**src/rtl/pipe_pkg.sv**
```systemverilog
// Shared pipeline definitions: control bundle layout and slice-count limits.
package pipe_pkg;

    typedef struct packed {
        logic MemtoReg;
        logic RegWrite;
        logic MemRead;
        logic MemWrite;
        logic Branch;
    } ctrl_t;

    localparam int CTRL_W_DEFAULT = 5;
    localparam int DEPTH_MAX      = 4;

endpackage

```
**src/rtl/pipe_slice.sv**
```systemverilog
// One pipeline register slice: valid/ctrl/data with stall hold, flush kill and
// bubble gating so an invalid slice never presents a nonzero control bundle.
module pipe_slice
    import pipe_pkg::*;
#(
    parameter int DATA_W = 32,
    parameter int CTRL_W = CTRL_W_DEFAULT
) (
    input  logic              clk,
    input  logic              rst,
    input  logic              stall,
    input  logic              flush,
    input  logic              inValid,
    input  logic [CTRL_W-1:0] inCtrl,
    input  logic [DATA_W-1:0] inData,
    output logic              outValid,
    output logic [CTRL_W-1:0] outCtrl,
    output logic [DATA_W-1:0] outData
);

    logic              validQ;
    logic [CTRL_W-1:0] ctrlQ;
    logic [DATA_W-1:0] dataQ;

    // Flush leaves data untouched; only valid and ctrl matter once killed.
    always_ff @(posedge clk) begin
        if (rst) begin
            validQ <= 1'b0;
            ctrlQ  <= '0;
            dataQ  <= '0;
        end else if (flush) begin
            validQ <= 1'b0;
            ctrlQ  <= '0;
        end else if (!stall) begin
            validQ <= inValid;
            ctrlQ  <= inValid ? inCtrl : '0;
            dataQ  <= inValid ? inData : '0;
        end
    end

    assign outValid = validQ;
    assign outCtrl  = validQ ? ctrlQ : '0;
    assign outData  = dataQ;

endmodule

```
**src/rtl/pipe_stage_reg.sv**
```systemverilog
// Cascaded pipeline stage register (DEPTH slices) with stall/bubble counters.
// Optional per-edge trace output enabled by macro PIPE_STAGE_TRACE_EN.
module pipe_stage_reg
    import pipe_pkg::*;
#(
    parameter int DATA_W = 32,
    parameter int CTRL_W = CTRL_W_DEFAULT,
    parameter int DEPTH  = 1,
    parameter int CNT_W  = 16
) (
    input  logic              clk,
    input  logic              rst,
    input  logic              in_valid,
    input  logic [CTRL_W-1:0] in_ctrl,
    input  logic [DATA_W-1:0] in_data,
    input  logic              stall,
    input  logic              flush,
    output logic              out_valid,
    output logic [CTRL_W-1:0] out_ctrl,
    output logic [DATA_W-1:0] out_data,
    output logic [CNT_W-1:0]  stall_cnt,
    output logic [CNT_W-1:0]  bubble_cnt
);

    if (DEPTH < 1 || DEPTH > DEPTH_MAX) begin : gDepthCheck
        $fatal(1, "pipe_stage_reg: DEPTH=%0d outside 1..%0d", DEPTH, DEPTH_MAX);
    end

    // Index 0 is the stage input; index DEPTH is the last slice.
    logic              chainValid [DEPTH+1];
    logic [CTRL_W-1:0] chainCtrl  [DEPTH+1];
    logic [DATA_W-1:0] chainData  [DEPTH+1];

    assign chainValid[0] = in_valid;
    assign chainCtrl[0]  = in_ctrl;
    assign chainData[0]  = in_data;

    for (genvar i = 0; i < DEPTH; i++) begin : gSlice
        pipe_slice #(
            .DATA_W(DATA_W),
            .CTRL_W(CTRL_W)
        ) uSlice (
            .clk     (clk),
            .rst     (rst),
            .stall   (stall),
            .flush   (flush),
            .inValid (chainValid[i]),
            .inCtrl  (chainCtrl[i]),
            .inData  (chainData[i]),
            .outValid(chainValid[i+1]),
            .outCtrl (chainCtrl[i+1]),
            .outData (chainData[i+1])
        );
    end

    assign out_valid = chainValid[DEPTH];
    assign out_ctrl  = chainCtrl[DEPTH];
    assign out_data  = chainData[DEPTH];

    logic [CNT_W-1:0] stallCnt;
    logic [CNT_W-1:0] bubbleCnt;

    // Both counters saturate at all-ones instead of wrapping.
    always_ff @(posedge clk) begin
        if (rst) begin
            stallCnt  <= '0;
            bubbleCnt <= '0;
        end else begin
            if (stall && !flush && stallCnt != '1)
                stallCnt <= stallCnt + CNT_W'(1);
            if (!out_valid && !stall && bubbleCnt != '1)
                bubbleCnt <= bubbleCnt + CNT_W'(1);
        end
    end

    assign stall_cnt  = stallCnt;
    assign bubble_cnt = bubbleCnt;

`ifdef PIPE_STAGE_TRACE_EN
    always_ff @(posedge clk) begin
        $strobe("pipe_stage_reg: valid=%0b ctrl=%b data=%h stall=%0b flush=%0b",
                out_valid, out_ctrl, out_data, stall, flush);
    end
`endif

endmodule

```
**config.mk**
```make
export PLATFORM = sky130hd
export DESIGN_NAME = pipe_stage_reg
export DESIGN_NICKNAME = d
export VERILOG_FILES = /design/src/rtl/pipe_pkg.sv /design/src/rtl/pipe_slice.sv /design/src/rtl/pipe_stage_reg.sv
export SDC_FILE = /design/constraint.sdc
export NUM_CORES = 1
export LEC_CHECK = 0
export CORE_MARGIN = 2
export CORE_UTILIZATION = 50
export CTS_CLUSTER_SIZE = 28
export DETAILED_ROUTE_END_ITERATION = 7
export PLACE_DENSITY = 0.86
export SKIP_LAST_GASP = 1
export SYNTH_ARGS = -nofsm -noshare
export SYNTH_HDL_FRONTEND = slang
export SYNTH_HIERARCHICAL = 1
export SYNTH_SLANG_ARGS = --single-unit
```
**constraint.sdc**
```tcl
create_clock -name clk -period 3.5 [get_ports clk]
set_input_delay 0.525 -clock clk [delete_from_list [all_inputs] [get_ports clk]]
set_output_delay 0.525 -clock clk [all_outputs]
set_load 0.05 [all_outputs]
```
# After elaboration in Yosys (flattened, before gate mapping)
# Cells that the tools add are included.
dict set report totals {
  reg_bits 70
  in_bits 42
  output_inout_bits 70
  wordCells 23
}
dict set report op_classes {
  addsub 2
  eq_ne 2
  muxes 3
  n_bitwise 2
  reduce_logical 9
}
# op count
set op_table {}
lappend op_table {{16-bit by 1-bit adder with 16-bit output (second input constant)} 2}
lappend op_table {{32-bit 2-to-1 mux} 1}
lappend op_table {{16-bit inequality test (second input constant)} 2}
lappend op_table {{5-bit 2-to-1 mux} 2}
lappend op_table {{1-bit logical AND} 4}
lappend op_table {{1-bit logical NOT} 3}
lappend op_table {{1-bit inverter} 2}
lappend op_table {{2-bit AND reduction} 1}
lappend op_table {{2-bit OR reduction} 1}

# Longest topological paths before layout
dict set report depth {
  ltp_word 3
  mapped_depth 6
  depth_no_buf 5
}

# By module
# The synthesis kept the hierarchy.
# module n_inst cells_per_inst area_each_um2 seq_area_each_um2
set modules_own_cells {}
lappend modules_own_cells {pipe_slice 1 181 1773.0 760.7}
lappend modules_own_cells {pipe_stage_reg 1 199 1684.1 640.6}

# Worst setup path before layout
# OpenSTA, ideal clock, no wires.
dict set report synth_path {
  path_type {flip-flop to flip-flop}
  startpoint {register stallCnt[0], in the netlist stall_cnt[0]}
  endpoint {register stallCnt[0], in the netlist stall_cnt[0]}
  setup_ns 0.121
  arrival_time_ns 1.859
  required_ns 3.379
  slack_ns 1.520
  stages_incl_launch_ff 6
  n_path_buf 0
  period_less_slack_ns 1.980
  path_cell_list {dfxtp_1 -> ha_1 -> inv_1 -> nor4_4 -> a21oi_2 -> mux2_4}
}
dict set report synth_between {
  elab_chain_len 2
  elab_cells_between_ends 3
  classes_between {add/sub: 1; eq/ne: 1; reduce/logical: 1}
}
# element line
set synth_lines {}
lappend synth_lines {{start: declaration} pipe_stage_reg.sv:60} ;# logic [CNT_W-1:0] stallCnt;
lappend synth_lines {{start signal: assignment} pipe_stage_reg.sv:70} ;# stallCnt <= stallCnt + CNT_W'(1);
lappend synth_lines {{parallel branches: the longest is 2 deep, another holds 16-bit by 1-bit adder with 16-bit output} -}
# Parallel ways; which one is timed is not known.
# A chain may end at the register's enable or synchronous reset.

# Worst setup path in the final report
dict set report layout_path {
  startpoint {register gSlice[0].uSlice.validQ}
  endpoint {output port out_ctrl[2]}
}
dict set report layout_between {
  elab_chain_len 1
}
# element line
set layout_lines {}
lappend layout_lines {{start: declaration} pipe_slice.sv:21} ;# logic validQ;
lappend layout_lines {{start signal: assignment} pipe_slice.sv:35} ;# validQ <= inValid;
lappend layout_lines {{5-bit 2-to-1 mux} pipe_slice.sv:42} ;# assign outCtrl = validQ ? ctrlQ : '0;
lappend layout_lines {{end: declaration} pipe_stage_reg.sv:19} ;# output logic [CTRL_W-1:0] out_ctrl,
# Every way passes these cells.

==> results_dict.tcl <==
set metrics [dict create \
    leakage_nw 1.52 \
    die_w_um 87.2 \
    cpMaxStageDelayCell "clkdlybuf4s50_1" \
    crit_path_end_kind "output port" \
    worstMarginPinSlew_ns 1.00 \
    cts_inserted_buffers 9 \
    initial_core_util_pct 51.2 \
    cts_tree "done" \
    htree_levels 3 \
    grt_usage_pct 22.3 \
    drt-initial-drc-count 142 \
    hold_violations 0 \
    ant_nets 0 \
    fin_crit_sh_pct 68.1 \
    outcome "finished clean" \
    cts_resized 0 \
    cts_sinks 70 \
    io_pins 112 \
    fp-row-count 30 \
    grt_pass1_wl_um 13500 \
    ys_seq_area_share_pct 40.5 \
    mostFrequentLayoutCells "clkdlybuf4s50_1 (108), dfxtp_1 (70), a21oi_1 (57), nand4bb_1 (32), o21ai_0 (26)" \
    yosys_warnings 6 \
    synth_nets 424 \
    synth_compound_area_share_pct 18.6 \
    fin_skew_ns 0.00458 \
    synth_area_leaders "dfxtp_1 (41%), nand4bb_1 (10%), a21oi_1 (8.3%), o21ai_0 (3.8%), buf_6 (2.9%)" \
    antenna_found_initial 0 \
    postLayoutCoreUtil_pct 68.9 \
    synth_cell_types 44 \
    drive_gt1_share_pct 8.35 \
    hold_ws_ns 0.461 \
    clk_path_buf_depth 2 \
    r2r_cells 5 \
    cp-start-kind "register" \
    drt-total-wl_um 8440 \
    dr.pass1.iters 4 \
    cts-root-buf "clkbuf_8" \
    synth_xor_area_share_pct 0.253 \
    worstSetupPathType "register to output port" \
    synth-edff-count 0 \
    synth_top_family_by_area "simple AND/OR/NAND/NOR gates" \
    clk_pin_slew_ns 0.07 \
    setup_viol 0 \
    maxCapViolCount 0 \
    drc 0 \
    min_path_cells 2 \
    coreArea_um2 6760 \
    power.density_nw_per_um2 356 \
    syn_to_final_growth_pct 34.6 \
    grt_pass1_vias 2977 \
    worstPathMaxFanout 9 \
    ys_async_sr_fraction_pct 0 \
    crit_family "buffers and inverters" \
    hp-class "register to register" \
    synth_top_area_share_pct 40.5 \
    final_common_cell "clkdlybuf4s50_1" \
    worstPathCellList "and2_1, clkdlybuf4s50_1" \
    dominantRegCellSynth "dfxtp_1" \
    rsz0062_at_grt "false" \
    vdd_drop_max_uv 255 \
    fin_tns_setup_ns 0 \
    fmax_ghz 0.419 \
    slew_viol_final 0 \
    io_buffers 111 \
    required_ns 2.97 \
    crit-reg2reg-launch "bubble_cnt[0]" \
    cp_data_arrival_time_ns 1.86 \
    yosysTopAreaCell "dfxtp_1" \
    num_vias 3237 \
    slew_headroom_pct 32.5 \
    avgSynthCellArea_um2 9.10 \
    synth-seq-cells 70 \
    overflow 0 \
    synth_area_um2 3460 \
    synthMuxAreaShare_pct 3.55 \
    clk-insertion-delay-late_ns 0.35 \
    design_area_um2 4650 \
    syn_inst 380 \
    synthAdderAreaFrac_pct 0.724 \
    synth-simple-area-share_pct 29.9 \
    gp_congestion 0.864 \
    cts_hold_buf 0 \
    cp.buffers_inverters 1 \
    post-cts-setup-buffer-count 0 \
    rrSetupSlack_ns 1.15 \
    worstReg2RegEnd "bubble_cnt[0]" \
    nets 518 \
    hold_start "gSlice[0].uSlice/ctrlQ[0]" \
    fp.dieArea_um2 7600 \
    diodes 0 \
    avgViaCountPerCell 5.79 \
    place_area_um2 4470 \
    period_minus_slack_ns 2.39 \
    max_stage_delay_ns 0.80 \
    hpwl_um 5670 \
    grt_max_degree 73 \
    wire_per_inst_um 15.1 \
    die_y_um 87.2 \
    worstHoldEndpoint "gSlice[0].uSlice/ctrlQ[0]" \
]
==> routing by layer <==
layer	vias to the layer above	part of all wire (%)	GRT usage (%)
met5	-	0	0
met4	0	2.4	11.9
met3	15	9.0	8.06
met2	115	47	35.5
met1	1498	41	26.2
li1	1609	-	-
==> cell families after synthesis <==
logic type	Yosys count
buf+inv	34
flops	70
simple gates	145
xor+xnor	1
compound gates	117
fa+ha+maj	2
mux	11
==> report_power, final <==
| group | total (mW) | internal, mW | switching, mW | leakage [nW] |
|---|---|---|---|---|
| clock | 0.611 | 0.313 | 0.297 | 0.0954 |
| combinational | 0.221 | 0.0973 | 0.123 | 0.862 |
| sequential | 0.824 | 0.812 | 0.0119 | 0.567 |
| total | 1.66 | 1.22 | 0.433 | 1.52 |
==> stage by stage <==
| step | cells | worst slack (ns) | power [mW] |
|---|---|---|---|
| after floorplan | 380 | 1.52 | 0.983 |
| after global routing | 559 | 0.912 | 1.72 |
| after CTS | 559 | 1.10 | 1.67 |
| after detailed placement | 543 | 1.18 | 1.06 |
| after global placement | 543 | 1.31 | 1.06 |
| final | 559 | 1.11 | 1.66 |
==> state kept, by name (all words and copies together), names as in the netlist <==
signal	flops
gSlice.uSlice/outValid	1
bubble_cnt	16
gSlice.uSlice/outData	32
stall_cnt	16
gSlice.uSlice/ctrlQ	5
==> Yosys cell counts, drive strengths merged (2+ instances only) <==
master,n
dfxtp,70
a21oi,63
o21ai,41
nand4bb,32
buf,22
nand2,17
nor2,16
nand4,15
or3,11
clkbuf,9
o31ai,9
and2,8
mux2,7
nand3,7
nor2b,7
or4,6
nand2b,5
nand3b,5
and4,4
mux2i,4
inv,3
nor3,3
ha,2
nor4,2
or2,2
==> worst register-to-register path, delay by kind of cell (launching register included) <==
family / cells / cell delay (ns)
adder cells (fa/ha/maj): 1 / 0.21
flip-flops: 1 / 0.40
AND/OR/NAND/NOR: 2 / 0.92
AO/OA/AOI/OAI: 1 / 0.37
multiplexers: 1 / 0.35
==> final cells by class <==
| cell class | count | area (um^2) |
|---|---|---|
| multi-input combinational | 276 | 1830 |
| inverter | 3 | 11.3 |
| tap | 80 | 100 |
| sequential | 70 | 1400 |
| clock buffer | 13 | 169 |
| clock inverter | 3 | 17.5 |
| fill | 538 | 2100 |
| timing repair buffer | 114 | 1120 |
==> how the worst max path moves through the flow <==
stage	slack (ns)	start	depth (start not counted)	endpoint
3_5_place_dp	1.18	bubble_cnt[1]	5	bubble_cnt[0]
6_report	1.11	gSlice[0].uSlice/outValid	2	out_ctrl[2]
5_1_grt	0.91	bubble_cnt[1]	5	bubble_cnt[0]
2_1_floorplan	1.52	stall_cnt[0]	5	stall_cnt[0]
4_1_cts	1.10	gSlice[0].uSlice/outValid	2	out_ctrl[0]
3_3_place_gp	1.31	flush	5	stall_cnt[5]
(Power assumes the default switching activity.)
